<file path="src/rtl/cpa_share_pkg.sv">
// cpa_share_pkg: shared defaults, id width helper and response record for cpa_share_arb
package cpa_share_pkg;
    localparam int DEF_NUM_REQ = 4;
    localparam int DEF_WIDTH   = 14;

    function automatic int id_w(input int n);
        return (n > 1) ? $clog2(n) : 1;
    endfunction

    typedef struct packed {
        logic [DEF_WIDTH-1:0]        sum;
        logic                        cout;
        logic [id_w(DEF_NUM_REQ)-1:0] id;
    } rsp_t;
endpackage

</file>
<file path="src/rtl/MG_CPA.sv">
// MG_CPA: 14-bit carry-propagate adder macro (behavioural view of the library cell)
module MG_CPA (
    input  logic [13:0] a,
    input  logic [13:0] b,
    output logic [13:0] sum,
    output logic        cout
);
    assign {cout, sum} = {1'b0, a} + {1'b0, b};
endmodule

</file>
<file path="src/rtl/rr_arbiter.sv">
// rr_arbiter: combinational round-robin search from ptr upward with wrap; pointer register lives in the parent
module rr_arbiter import cpa_share_pkg::*; #(
    parameter int  NUM_REQ = DEF_NUM_REQ,
    localparam int ID_W    = id_w(NUM_REQ)
) (
    input  logic [NUM_REQ-1:0] req,
    input  logic [ID_W-1:0]    ptr,
    input  logic               en,
    output logic [NUM_REQ-1:0] gnt,
    output logic [ID_W-1:0]    gnt_idx,
    output logic [ID_W-1:0]    next_ptr
);
    logic            found;
    logic [ID_W-1:0] idx;

    // scan farthest-first so the candidate closest to ptr is the last to overwrite
    always_comb begin
        gnt_idx = '0;
        found   = 1'b0;
        idx     = '0;
        for (int k = NUM_REQ - 1; k >= 0; k--) begin
            idx = ID_W'((int'(ptr) + k) % NUM_REQ);
            if (req[idx]) begin
                gnt_idx = idx;
                found   = 1'b1;
            end
        end
        gnt      = (en && found) ? NUM_REQ'(1) << gnt_idx : '0;
        next_ptr = (int'(gnt_idx) == NUM_REQ - 1) ? '0 : gnt_idx + 1'b1;
    end
endmodule

</file>
<file path="src/rtl/cpa_share_arb.sv">
// cpa_share_arb: round-robin sharing of one carry-propagate adder across NUM_REQ requesters.
// CPA_SHARE_IN_REG_EN adds an operand register stage ahead of the adder (latency 2).
module cpa_share_arb import cpa_share_pkg::*; #(
    parameter int  NUM_REQ = DEF_NUM_REQ,
    parameter int  WIDTH   = DEF_WIDTH,
    localparam int ID_W    = id_w(NUM_REQ)
) (
    input  logic                     clk,
    input  logic                     rst_n,
    input  logic [NUM_REQ-1:0]       req_valid,
    output logic [NUM_REQ-1:0]       req_ready,
    input  logic [NUM_REQ*WIDTH-1:0] req_a,
    input  logic [NUM_REQ*WIDTH-1:0] req_b,
    output logic                     rsp_valid,
    input  logic                     rsp_ready,
    output logic [WIDTH-1:0]         rsp_sum,
    output logic                     rsp_cout,
    output logic [ID_W-1:0]          rsp_id
);
    logic               slot_free, feed_en, xfer, load_rsp, cpa_cout;
    logic [NUM_REQ-1:0] gnt;
    logic [ID_W-1:0]    gnt_idx, next_ptr, rr_ptr, cpa_id;
    logic [WIDTH-1:0]   win_a, win_b, cpa_a, cpa_b, cpa_sum;

    assign slot_free = !rsp_valid || rsp_ready;

    rr_arbiter #(.NUM_REQ(NUM_REQ)) u_arb (
        .req      (req_valid),
        .ptr      (rr_ptr),
        .en       (feed_en && rst_n),
        .gnt      (gnt),
        .gnt_idx  (gnt_idx),
        .next_ptr (next_ptr)
    );

    assign req_ready = gnt;
    assign xfer      = |gnt;
    assign win_a     = req_a[int'(gnt_idx)*WIDTH +: WIDTH];
    assign win_b     = req_b[int'(gnt_idx)*WIDTH +: WIDTH];

    always_ff @(posedge clk) begin
        if (!rst_n)
            rr_ptr <= '0;
        else if (xfer)
            rr_ptr <= next_ptr;
    end

`ifdef CPA_SHARE_IN_REG_EN
    logic             s1_valid;
    logic [WIDTH-1:0] s1_a, s1_b;
    logic [ID_W-1:0]  s1_id;

    assign feed_en  = !s1_valid || slot_free;
    assign load_rsp = s1_valid && slot_free;
    assign cpa_a    = s1_a;
    assign cpa_b    = s1_b;
    assign cpa_id   = s1_id;

    // s1 either hands its operands to the slot or refills from the grant in the same edge
    always_ff @(posedge clk) begin
        if (!rst_n) begin
            s1_valid <= 1'b0;
            s1_a     <= '0;
            s1_b     <= '0;
            s1_id    <= '0;
        end else if (feed_en) begin
            s1_valid <= xfer;
            if (xfer) begin
                s1_a  <= win_a;
                s1_b  <= win_b;
                s1_id <= gnt_idx;
            end
        end
    end
`else
    assign feed_en  = slot_free;
    assign load_rsp = xfer;
    assign cpa_a    = win_a;
    assign cpa_b    = win_b;
    assign cpa_id   = gnt_idx;
`endif

    generate
        if (WIDTH == 14) begin : g_mg
            MG_CPA u_cpa (
                .a    (cpa_a),
                .b    (cpa_b),
                .sum  (cpa_sum),
                .cout (cpa_cout)
            );
        end else begin : g_beh
            assign {cpa_cout, cpa_sum} = {1'b0, cpa_a} + {1'b0, cpa_b};
        end
    endgenerate

    always_ff @(posedge clk) begin
        if (!rst_n) begin
            rsp_valid <= 1'b0;
            rsp_sum   <= '0;
            rsp_cout  <= 1'b0;
            rsp_id    <= '0;
        end else if (load_rsp) begin
            rsp_valid <= 1'b1;
            rsp_sum   <= cpa_sum;
            rsp_cout  <= cpa_cout;
            rsp_id    <= cpa_id;
        end else if (rsp_ready) begin
            rsp_valid <= 1'b0;
        end
    end
endmodule
</file>
<file path="config.mk">
export PLATFORM = sky130hd
export DESIGN_NAME = cpa_share_arb
export DESIGN_NICKNAME = d
export VERILOG_FILES = /design/src/rtl/cpa_share_pkg.sv /design/src/rtl/MG_CPA.sv /design/src/rtl/rr_arbiter.sv /design/src/rtl/cpa_share_arb.sv
export SDC_FILE = /design/constraint.sdc
export NUM_CORES = 1
export LEC_CHECK = 0
export ABC_AREA = 1
export CAP_MARGIN = 30
export CORE_ASPECT_RATIO = 0.5
export CORE_UTILIZATION = 30
export CTS_CLUSTER_SIZE = 30
export DETAILED_ROUTE_END_ITERATION = 12
export DONT_BUFFER_PORTS = 1
export SETUP_SLACK_MARGIN = 0.5
export SLEW_MARGIN = 10
export SYNTH_ARGS = -nofsm -noshare
export SYNTH_HDL_FRONTEND = slang
export SYNTH_HIERARCHICAL = 1
export SYNTH_SLANG_ARGS = --single-unit
</file>
<file path="constraint.sdc">
create_clock -name clk -period 3.7 [get_ports clk]
set_clock_uncertainty 0.1 [all_clocks]
set_input_delay 0.74 -clock clk [delete_from_list [all_inputs] [get_ports clk]]
set_output_delay 0.74 -clock clk [all_outputs]
set_load 0.005 [all_outputs]
</file>
==> results of run 1 <==
[worst max-delay path, stage by stage]
cell and delay [ns]:
inv_2 0.05, nand2_4 0.06, nand2_2 0.09, nor2_2 0.05
nor2_4 0.12, o21ai_4 0.07, a21boi_4 0.32, buf_6 0.18
clkbuf_16 0.15, ha_1 0.18, inv_1 0.05, nor2_1 0.26
[final cells by class]
type                            count  area [um^2]
Fill cell                        1006         5702
Multi-Input combinational cell    399         2535
Inverter                          115        441.7
Sequential cell                    20        407.9
Timing Repair Buffer               27        399.1
Tap cell                          135        168.9
Clock buffer                        3        75.07
Clock inverter                      1        30.03
[worst paths after layout]
check / slack [ns] / to / startpoint
worst max-delay path: 0.54 / req_ready[3] / req_valid[0]
worst min-delay path: 0.47 / rsp_sum[1] / rsp_sum[1]
worst max register to register: 0.58 / rsp_sum[8] / rr_ptr[0]
worst min register to register: 0.47 / rsp_sum[1] / rsp_sum[1]
[Yosys cell counts, drive strengths merged, types with 3 or more instances]
master	instances
inv	115
nand4	4
dfxtp	20
nor2	43
a21oi	56
o21ai	31
clkbuf	6
ha	18
o211ai	28
xor2	4
xnor2	3
buf	23
nand3	39
nand2	163
[per-stage QoR]
step / utilization [%] / worst slack (ns) / hold slack, ns / instance area [um^2]
floorplan: - / 0.4952 / 0.4325 / 3136
global placement: 32.85 / 0.1027 / 0.4582 / 3206
detailed placement: 32.85 / 0.1227 / 0.4592 / 3206
CTS: 35.33 / 0.5007 / 0.4718 / 3448
global route: 41.58 / 0.3826 / 0.5015 / 4058
finish: 41.58 / 0.5420 / 0.4671 / 4058
[metal layers]
metal  global-route usage [%]  vias to the layer above
met5                        0                        -
met4                    2.315                        0
met3                    1.963                       13
met2                    25.50                      119
met1                    23.85                     1524
li1                         -                     1769
[sequential cells by signal (all words and copies together), names as in the netlist]
signal     cells
rr_ptr         2
rsp_sum       14
rsp_cout       1
rsp_id         2
rsp_valid      1
[repair_timing]
action                                 in CTS  in global routing
gates resized for setup                    11                 83
setup endpoints to repair                  13                 13
cloned                                      4                  7
setup buffers                               0                 10
pin swaps                                   2                 33
endpoints found under the hold margin       0                  0
[logic make-up (layout without fill, tap and decap cells)]
kind of cell	after synthesis	in the layout	synth area share, %
DFF	20	20	12.85
buffers and inverters	144	146	20.79
and+or+nand+nor	252	256	34.85
AOI/OAI and AO/OA	117	117	21.68
adders and majority gates	19	19	7.868
xor gates and xnor gates	7	7	1.967
==> metrics.yaml, run 1 <==
outcome: "finished clean"
ys_ff_latch: 20
fin_tns_setup_ns: 0
die_w_um: 146.1
rsz0062_at_grt: "true"
async_flop_share_pct: 0
ant_nets: 0
postSynthAreaPerCell_um2: 5.576
wl_met1_mm: 5.114
cts_tree: "yes"
ys_warn_count: 6
vias_per_cell: 4.893
drt_iter0_drc: 237
cp-end-kind: "output port"
rows: 25
tightest_slew_ns: 0.3922
hold_class: "reg -> reg"
syn_inst: 559
yosys_most_used_dff: "dfxtp_1"
die_h_um: 74.08
drv_slew: 0
cts_buffers: 3
fin_nets: 704
finalCritPeriodShare_pct: 85.35
grt_pass1_wl_mm: 14.00
synthesis.nets: 697
port_buffers: 0
grt-ovfl-total: 0
path_clk_slew_ns: 0.06
grt_pass1_vias: 2754
setup.worst_path.start_class: "primary input"
coreArea_mm2: 0.009759
drive_gt1_share_pct: 22.12
synth_area_mm2: 0.003117
crit_type: "in -> out"
top_layer: "met4"
min_period_ns: 3.158
ios: 141
final_common_cell: "nand2_1"
clockBufferDepth: 2
firstDrtPassIters: 6
synth_top_area_cell: "nand2_1"
dp_cells: 675
setup-violations-final: 0
cts_root_buffer: "clkbuf_16"
synth_edf_count: 0
dp_hpwl_mm: 6.694
gp_congestion: 0.8448
finalHoldViolCount: 0
clkLatencyLatePin_ns: 0.25
synth_area_leaders: "nand2_1 (18%), inv_1 (13%), dfxtp_1 (13%)"
hold_depth: 4
layout.cells.most_common_list: "nand2_1 (134), inv_1 (110), a21oi_1 (47)"
start_util_pct: 31.94
relSlewSlack_pct: 73.85
ctsHoldBuffers: 0
htree_levels: 1
worstPathMaxFanout: 5
required_ns: 2.86
drv_cap: 0
antenna_found_initial: 0
n_antenna_cell: 0
syn2layout_area_growth_pct: 30.19
ff2ff_path_depth: 19
met2_length_mm: 4.580
grt_usage_pct: 16.12
route.met3.wl_um: 690
clock_sinks: 20
grt_start_max_net_pins: 47
max_freq_ghz: 0.3167
synthDominantCellAreaShare_pct: 18.31
wl_per_cell_um: 15.00
synthDistinctLibCells: 33
yosysSeqAreaShare_pct: 12.85
stdcell_count: 700
drc: 0
critPathArrivalTime_ns: 2.32
vias: 3425
die_area_mm2: 0.01083
wl_mm: 10.50
Power of run 1 is left out: the tool's default activity adds up to more than one toggle a clock period on the data nets, which glitch-free logic cannot reach.
==> run 2: changes to the inputs <==
CORE_UTILIZATION = 60   (was 30)
PLACE_DENSITY = 0.76   (was default)
SYNTH_HIERARCHICAL = default   (was 1)
==> metrics.yaml, run 2 <==
yosysSeqAreaShare_pct: 12.75
ys_warn_count: 0
layout.cells.most_common_list: "nand2_1 (218), inv_1 (136), nand3_1 (76)"
fin_tns_setup_ns: 0
syn_inst: 616
drive_gt1_share_pct: 15.51
multi_input_area_mm2: 0.002315
wl_mm: 8.518
crit_type: "reg -> reg"
synth_compound_area_share_pct: 6.018
synth-simple-area-share_pct: 48.27
dp_cells: 673
syn2layout_area_growth_pct: 18.57
synthesis.nets: 754
coreArea_mm2: 0.004977
synthDistinctLibCells: 27
ios: 141
synth_top_family_by_area: "simple AND/OR/NAND/NOR gates"
grt-ovfl-total: 0
final_common_cell: "nand2_1"
hold_class: "reg -> reg"
wl_per_cell_um: 12.36
ff_latch_area_um2: 407.9
rsz0062_at_grt: "false"
synth_area_mm2: 0.003139
required_ns: 3.80
vias_per_cell: 5.215
worstPathMaxFanout: 8
path_clk_slew_ns: 0.08
max_freq_ghz: 0.3277
fin_nets: 758
crit_path_frequent_cell: "nand2_2"
finalHoldViolCount: 0
grt_pass1_vias: 2801
yosys_most_used_dff: "dfxtp_1"
grt_start_max_net_pins: 35
synth_edf_count: 0
critPathArrivalTime_ns: 3.15
cts_root_buffer: "clkbuf_8"
finalCritPeriodShare_pct: 82.47
ctsHoldBuffers: 0
stdcell_count: 689
grt_pass1_wl_mm: 12.18
n_antenna_cell: 0
synth_adder_area_share_pct: 7.812
critPathMaxStageDelay_ns: 0.42
start_util_pct: 63.07
drc: 2
largest_register: "rsp_sum"
cp-end-kind: "flop"
synth_xor_area_share_pct: 1.953
drt_iter0_drc: 231
ant_nets: 0
die_w_um: 104.3
cts_buffers: 3
drv_cap: 0
antenna_found_initial: 0
violations: "DRC"
synth.most_common_cell: "nand2_1"
setup-violations-final: 0
min_period_ns: 3.051
path_cells: "inv_6, nand2_1, nand2_2, nand2_2, nand2_2, inv_2, nand2_2, nand2_2, nand2_4, nand2_8, buf_12, buf_8, nand2_1, nand3_1, nand2_1, ha_4, nand3_1, nand2_1, nand3_1, nand2_2, xor2_1, nand2_1, a21oi_1"
tightest_slew_ns: 0.3981
postSynthAreaPerCell_um2: 5.096
clockBufferDepth: 2
synth_top_area_cell: "nand2_1"
clock_sinks: 20
largest_reg_flops: 14
num-fill-cells: 460
dp_hpwl_mm: 6.079
firstDrtPassIters: 8
synth_area_leaders: "nand2_1 (29%), inv_1 (16%), nand3_1 (13%)"
die_area_mm2: 0.005543
outcome: "finished with violations"
drv_slew: 0
reg.largest.list: "rsp_sum: 14 flops, rr_ptr: 2 flops, rsp_id: 2 flops"
relSlewSlack_pct: 73.43
clkLatencyLatePin_ns: 0.26
final_area_mm2: 0.003722
netlist_top_cells_count: "nand2_1 (246), inv_1 (137), nand3_1 (84)"
htree_levels: 1
die_h_um: 53.15
setup.worst_path.start_class: "flop"
port_buffers: 0
grt_usage_pct: 27.27
cp_slowest_cell: "dfxtp_4"
synthDominantCellAreaShare_pct: 29.41
async_flop_share_pct: 0
cts_tree: "yes"
finish.utilization_pct: 74.79
place_area_mm2: 0.003173
ys_ff_latch: 20
rows: 18
vias: 3593
gp_congestion: 0.9414
muxShareOfSynthArea_pct: 0
[run 2: cell types whose count changed after synthesis, sizes merged, moves of 4 or more]
cell	before	now
inv	115	143
nand3	39	84
o21ai	31	4
nor2	43	33
o211ai	28	2
nand4	4	0
a21oi	56	22
clkbuf	6	1
nand2	163	249
[run 2: critical path, delay by kind of cell (launching register included)]
kind,cells,cell delay [ns]
adder cells (fa/ha/maj),1,0.31
XOR/XNOR,1,0.23
AND/OR/NAND/NOR,16,1.41
buffers and inverters,4,0.38
AO/OA/AOI/OAI,1,0.13
flip-flops,1,0.42
[run 2: final cells by class]
class | count | share of cell area (%)
timing repair buffer | 24 | 8.067
inverter | 143 | 14.96
clock buffer | 4 | 1.479
sequential | 20 | 10.96
tap | 70 | 2.353
multi-input combinational | 428 | 62.18
[run 2: per-layer routing]
metal  track usage (%)  vias up  wire length [um]
li1                  -     1836                 -
met1             36.15     1622              4018
met2             48.12      127              3944
met3             3.325        8               482
met4             5.952        0                73
met5                 0        -                 0
[run 2: what timing repair did]
action,4_1_cts,5_1_grt
endpoints found under the hold margin,0,0
setup buffers,0,9
gates resized for setup,8,72
pin swaps,0,24
endpoints found under the setup margin,13,11
cloned,1,2
[run 2: stage by stage]
stage	worst slack [ns]	hold slack (ns)
3_5_place_dp	0.2039	0.3956
5_1_grt	0.4389	0.4395
2_1_floorplan	0.5020	0.3774
4_1_cts	0.5325	0.4062
6_report	0.6486	0.4041
3_3_place_gp	0.2151	0.3944
[run 2: path summary, 6_finish.rpt]
path	from	to	slack [ns]	cells after the start
max	rr_ptr[0]	rsp_sum[7]	0.65	23
min	rsp_sum[5]	rsp_sum[5]	0.40	2
max reg2reg	rr_ptr[0]	rsp_sum[7]	0.65	23
min reg2reg	rsp_sum[5]	rsp_sum[5]	0.40	2
[run 2: cell families after synthesis]
logic type	count (synthesis)
buffers and inverters	168
adder cells (fa/ha/maj)	19
AND/OR/NAND/NOR	370
AO/OA/AOI/OAI	32
XOR/XNOR	7
flip-flops	20
Power of run 2 is left out for the same reason.
